==> config.mk <==
export PLATFORM = sky130hd
export DESIGN_NAME = lr_step_scheduler
export DESIGN_NICKNAME = d
export VERILOG_FILES = /design/src/rtl/lr_step_scheduler.sv
export SDC_FILE = /design/constraint.sdc
export NUM_CORES = 1
export LEC_CHECK = 0
export BUFFER_PORTS_ARGS = -buffer_cell sky130_fd_sc_hd__clkbuf_2
export CAP_MARGIN = 30
export CORE_AREA = 2 2 39 41
export CTS_CLUSTER_SIZE = 8
export DETAILED_ROUTE_END_ITERATION = 10
export DIE_AREA = 0 0 41 43
export HOLD_SLACK_MARGIN = 0.03
export PLACE_DENSITY = 0.75
export SLEW_MARGIN = 20
export SYNTH_ARGS = -nofsm -noshare
export SYNTH_HDL_FRONTEND = slang
export SYNTH_SLANG_ARGS = --single-unit
==> constraint.sdc <==
create_clock -name clk -period 2.1 [get_ports clk]
set_clock_uncertainty 0.1 [all_clocks]
set_input_delay 0.315 -clock clk [delete_from_list [all_inputs] [get_ports clk]]
set_output_delay 0.315 -clock clk [all_outputs]
set_load 0.01 [all_outputs]
==> src/rtl/lr_step_scheduler.sv <==
// Learning-rate index scheduler: counts completed weight updates during a run and
// advances the registered LR index once every ITER_PER_STEP iterations.
module lr_step_scheduler #(
  parameter  int LR_SIZE       = 7,
  parameter  int ITER_PER_STEP = 4,
  localparam int IDX_W         = (LR_SIZE > 1) ? $clog2(LR_SIZE) : 1,
  localparam int CNT_W         = (ITER_PER_STEP > 1) ? $clog2(ITER_PER_STEP) : 1
) (
  input  logic             clk,
  input  logic             rst_n,
  input  logic             start,
  input  logic             iter_done,
  output logic [IDX_W-1:0] LR_index,
  output logic             busy,
  output logic             lr_step,
  output logic             sched_done
);

  typedef enum logic [1:0] {
    IDLE = 2'd0,
    RUN  = 2'd1,
    LAST = 2'd2
  } state_e;

  localparam logic [CNT_W-1:0] CNT_LAST    = CNT_W'(ITER_PER_STEP - 1);
  localparam logic [IDX_W-1:0] IDX_PRELAST = IDX_W'(LR_SIZE - 2);

  state_e             state_q, state_d;
  logic [CNT_W-1:0]   cnt_q, cnt_d;
  logic [IDX_W-1:0]   idx_q, idx_d;
  logic               busy_q, busy_d;
  logic               lr_step_q, lr_step_d;
  logic               sched_done_q, sched_done_d;

  always_comb begin
    // NOTE: every variable gets a default before the case so no path leaves one unassigned (no latches).
    state_d      = state_q;
    cnt_d        = cnt_q;
    idx_d        = idx_q;
    busy_d       = busy_q;
    lr_step_d    = 1'b0;
    sched_done_d = 1'b0;

    case (state_q)
      IDLE: begin
        if (start) begin
          state_d = RUN;
          busy_d  = 1'b1;
          idx_d   = '0;
          cnt_d   = '0;
        end
      end

      RUN, LAST: begin
        // A restart wins over a same-cycle iteration and produces no pulse.
        if (start) begin
          state_d = RUN;
          busy_d  = 1'b1;
          idx_d   = '0;
          cnt_d   = '0;
        end else if (iter_done) begin
          if (cnt_q == CNT_LAST) begin
            cnt_d = '0;
            if (state_q == RUN) begin
              idx_d     = idx_q + 1'b1;
              lr_step_d = 1'b1;
              if (idx_q == IDX_PRELAST) state_d = LAST;
            end else begin
              idx_d        = '0;
              busy_d       = 1'b0;
              sched_done_d = 1'b1;
              state_d      = IDLE;
            end
          end else begin
            cnt_d = cnt_q + 1'b1;
          end
        end
      end

      default: begin
        state_d = IDLE;
        cnt_d   = '0;
        idx_d   = '0;
        busy_d  = 1'b0;
      end
    endcase
  end

  // NOTE: sequential state uses non-blocking assignments so all registers update from pre-edge values.
  always_ff @(posedge clk or negedge rst_n) begin
    if (!rst_n) begin
      state_q      <= IDLE;
      cnt_q        <= '0;
      idx_q        <= '0;
      busy_q       <= 1'b0;
      lr_step_q    <= 1'b0;
      sched_done_q <= 1'b0;
    end else begin
      state_q      <= state_d;
      cnt_q        <= cnt_d;
      idx_q        <= idx_d;
      busy_q       <= busy_d;
      lr_step_q    <= lr_step_d;
      sched_done_q <= sched_done_d;
    end
  end

  assign LR_index   = idx_q;
  assign busy       = busy_q;
  assign lr_step    = lr_step_q;
  assign sched_done = sched_done_q;

endmodule

Word-level counts from Yosys, hierarchy flattened
Index checks and enable logic that the tools add are counted.
{"block": "op_classes", "add_sub_neg": 2, "mul": 0, "div_mod_pow": 0, "n_lt_le_gt_ge": 0, "n_eq_ne": 9, "n_shift": 0, "n_mux": 34, "n_bitwise": 0, "reduce_logical": 6}
{"op": "2-bit 2-to-1 mux", "n": 10}
{"op": "1-bit 2-to-1 mux", "n": 15}
{"op": "3-bit 2-to-1 mux", "n": 5}
{"op": "3-bit != test (second input constant)", "n": 3}
{"op": "2-bit case mux with 2 select lines", "n": 2}
{"op": "4-bit AND reduction", "n": 2}
{"op": "3-bit case mux with 2 select lines", "n": 1}
{"op": "2-bit equality test (second input constant)", "n": 2}
{"op": "4-bit != test (second input constant)", "n": 1}
{"op": "3-bit by 1-bit adder with 3-bit output (second input constant)", "n": 1}
{"op": "3-bit equality test (second input constant)", "n": 1}
{"op": "3-bit AND reduction", "n": 1}
{"op": "2-bit by 1-bit adder with 2-bit output (second input constant)", "n": 1}
{"op": "2-bit by 1-bit equality test with 1-bit output (second input constant)", "n": 1}
{"op": "2-bit zero test", "n": 1}
{"op": "2-bit != test (second input constant)", "n": 1}
{"op": "1-bit case mux with 2 select lines", "n": 1}
{"op": "2-bit AND reduction", "n": 1}
{"op": "2-bit OR reduction", "n": 1}
{"block": "totals", "reg_bits": 10, "latch_bits": 0, "ram_bits": 0, "romBits": 0, "in_bits": 4, "out_inout_bits": 6, "elab_cells": 57, "n_memories": 0}

Logic depth before layout (Yosys ltp)
{"block": "logic_depth", "word_depth": 7, "depth_mapped": 5, "mapped_depth_nobuf": 5}

Least setup slack after synthesis
No wires, ideal clock.
{"block": "synth_path", "kind": "register to register", "startpoint": "reg state_q[0]", "endpoint": "reg state_q[0]", "arrival_ps": 1588, "slack_ps": 287, "stages_incl_launch_ff": 6, "n_path_buf": 0, "cell_sequence": "dfrtp_1 > inv_1 > ha_1 > and3b_2 > a221oi_4 > mux2_4"}
{"block": "synth_via", "elab_chain_cells": 6, "elab_cells_between_ends": 14}
{"element": "from (decl)", "line_no": "28", "text": "state_e state_q, state_d;"}
{"element": "from (signal assigned)", "line_no": "99", "text": "state_q <= state_d;"}
{"element": "2-bit by 1-bit equality test with 1-bit output", "line_no": "44, 64"}
{"element": "2-bit 2-to-1 mux", "line_no": "64", "text": "if (state_q == RUN) begin"}
{"element": "2-bit 2-to-1 mux", "line_no": "62", "text": "if (cnt_q == CNT_LAST) begin"}
{"element": "2-bit 2-to-1 mux", "line_no": "61", "text": "end else if (iter_done) begin"}
{"element": "2-bit 2-to-1 mux", "line_no": "56", "text": "if (start) begin"}
{"element": "2-bit case mux with 2 select lines", "line_no": "44", "text": "case (state_q)"}
Several ways; a longest one is shown, not always the timed one. The select of a mux whose other input is x is not followed.
A chain may end at the register's enable or synchronous reset.

Worst setup path in the final report
Ends and elaborated chain as after synthesis.

==> out/qor.csv <==
metric,value,unit
ys_types,23,
drtPass1Iterations,4,
final_cell_mix,"dfrtp_1 (10), clkbuf_2 (9), nand2_1 (7)",
final_common_cell,dfrtp_1,
grt_pass1_vias,457,
hold_class,in2reg,
pwr-share-comb,39.8,%
synth-seq-cells,10,
slowest_stage,dfrtp_1,
final-hold-violation-count,0,
synth.avg_cell_area,10.71,um2
grt-ovfl-total,0,
fmaxAchievable,514.8,MHz
clk_latency,0.27,ns
synthArstFlopShare,100.0,%
synthXorXnorAreaFrac,0,%
critPathLaunch,state_q[0],
fin_cells,87,
drc,0,
cp_max_fo,7,
core,0.001384,mm2
critical_path_class,reg2reg,
first_iter_violations,8,
fin_nets,82,
port_buffers,9,
ir_drop,0.0004635,V
synth_cells,57,
die_h,43,um
synth.cell_area,610.6,um2
rsz0062_at_grt,no,
fill_cells,131,
synth_compound_area_share,15.37,%
reg2reg_from,state_q[0],
end_kind,register,
cts_buffer_depth,2,
p_int,0.4665,mW
hpwl,825.3,um
setup-violations-final,0,
hold_path_depth,2,
rows,14,
ctsRootBufferMaster,clkbuf_4,
boundaryPins,10,
cp_slowest_stage_delay,0.40,ns
ys.flop_type,dfrtp_1,
grt_max_degree,11,
synth.area.mux_share,5.943,%
yosysSeqAreaShare,40.98,%
yosysWarnings,0,
wl,1.091,mm
post-route-period-util,92.50,%
slew_violations,0,
power_leakage,0.3400,nW
worst_r2r_path_depth,5,
synth_top_family_by_area,simple AND/OR/NAND/NOR gates,
maxCapViolations,0,
ctsHoldBuffers,1,
synth.net_count,67,
pwr-share-clk,25.7,%
wl_per_cell,12.54,um
worst_pin_slew,0.2830,ns
maxSlewHeadroom,81.13,%
area_growth,18.24,%
synth-adder-area-share,12.30,%
cts_setup_buffers,0,
place_inst,82,
seq_power_share,34.5,%
power_density,971.3,mW/mm2
crit_buf_inv,1,
min_from,start,
path_delay_family,flip-flops,
die-area,0.001763,mm2
vias,474,
grt_pass1_wl,1.849,mm
n_antenna_cell,0,
cts_resized,0,
clk_pin_slew,0.07,ns
crit_arrival,2.01,ns
via_per_inst,5.448,
gp_congestion,0.7511,
synth-simple-area-share,22.34,%
numCtsBuffers,3,
final_layout_size_suffix_gt1_share,26.76,%
tns,0,ns
grt_usage,15.79,%
synth_edf_count,0,
period_needed,1.943,ns
start_util,44.12,%
p_sw,0.2347,mW
ant_nets,0,
antenna_found_initial,0,
die_w,41,um
cp-start-kind,register,
worstPathCellList,inv_1 > ha_1 > and3b_2 > a221oi_4 > mux2_4,
cp.depth,5,
cts_tree,done,
switching_share,33.48,%
cts_max_level,1,
status,completed,
required,2.16,ns
cts_sinks,10,
## per-stage QoR
stage | utilization, % | setup slack, ns | cell area, um2 | power (mW) | hold WS [ns]
6_report | 52.17 | 0.1574 | 721.9 | 0.7012 | 0.1997
5_1_grt | 52.17 | 0.07351 | 721.9 | 0.7454 | 0.2219
2_1_floorplan | - | 0.2873 | 610.6 | 0.4625 | -0.08059
4_1_cts | 52.17 | 0.1537 | 721.9 | 0.7074 | 0.1977
3_3_place_gp | 48.82 | 0.2152 | 675.6 | 0.5180 | 0.09903
3_5_place_dp | 48.82 | 0.1686 | 675.6 | 0.5235 | 0.09776
## flip-flops by register name, summed over array words and instances (netlist names)
signal and flops:
LR_index 3, cnt_q 2, state_q 2, busy 1
lr_step 1, sched_done 1
## cell usage after synthesis, types with 2 or more instances
cell | instances | area, um2
a21oi_1 | 5 | 25.02
o21ai_0 | 2 | 10.01
inv_1 | 5 | 18.77
nand2_1 | 7 | 26.28
dfrtp_1 | 10 | 250.2
ha_1 | 6 | 75.07
nor2_1 | 3 | 11.26
nor2b_1 | 2 | 12.51
and2b_4 | 2 | 20.02
nor3b_1 | 2 | 15.01
## metal layers
layer / global-route usage [%] / share of wire [%] / routed length (um) / vias to the layer above
li1: - / - / - / 230
met1: 20.46 / 46 / 502 / 234
met2: 21.88 / 48 / 529 / 7
met3: 4.712 / 3.6 / 39 / 3
met4: 10.00 / 1.8 / 20 / 0
met5: 0 / 0 / 0 / -
## final timing paths
kind / end / slack, ns
hold / removal: cnt_q[0] / 0.20
setup reg to reg: state_q[0] / 0.16
min in group asynchronous: state_q[0] / 0.34
setup / recovery: state_q[0] / 0.16
hold reg to reg: busy / 0.44
max in group asynchronous: LR_index[2] / 1.35
## cells by family (layout without fill, tap and decap cells)
group | after synthesis | count (layout)
multiplexers | 3 | 3
buffers and inverters | 5 | 19
AND/OR/NAND/NOR | 21 | 21
adder cells (fa/ha/maj) | 6 | 6
flip-flops | 10 | 10
AO/OA/AOI/OAI | 12 | 12
## worst register-to-register path, cell delays in order, from the launching register on
cell and delay, ns:
dfrtp_1 0.40, inv_1 0.06, ha_1 0.38, and3b_2 0.28
a221oi_4 0.30, mux2_4 0.33
## area by class of cell
type	count	area, um2	share of cell area, %
Multi-Input combinational cell	42	341.6	47.31
Clock buffer	4	36.28	5.026
Sequential cell	10	250.2	34.66
Tap cell	16	20.02	2.773
Timing Repair Buffer	10	55.05	7.626
Inverter	5	18.77	2.600
## power by group through the flow
stage	clock [mW]	combinational [mW]	sequential, mW
after floorplan	0	0.217	0.246
after global placement	0	0.274	0.244
final	0.180	0.279	0.242
after detailed placement	0	0.279	0.244
after CTS	0.185	0.281	0.242
after global routing	0.191	0.308	0.247
No activity file was read; power rests on OpenSTA's default activity.
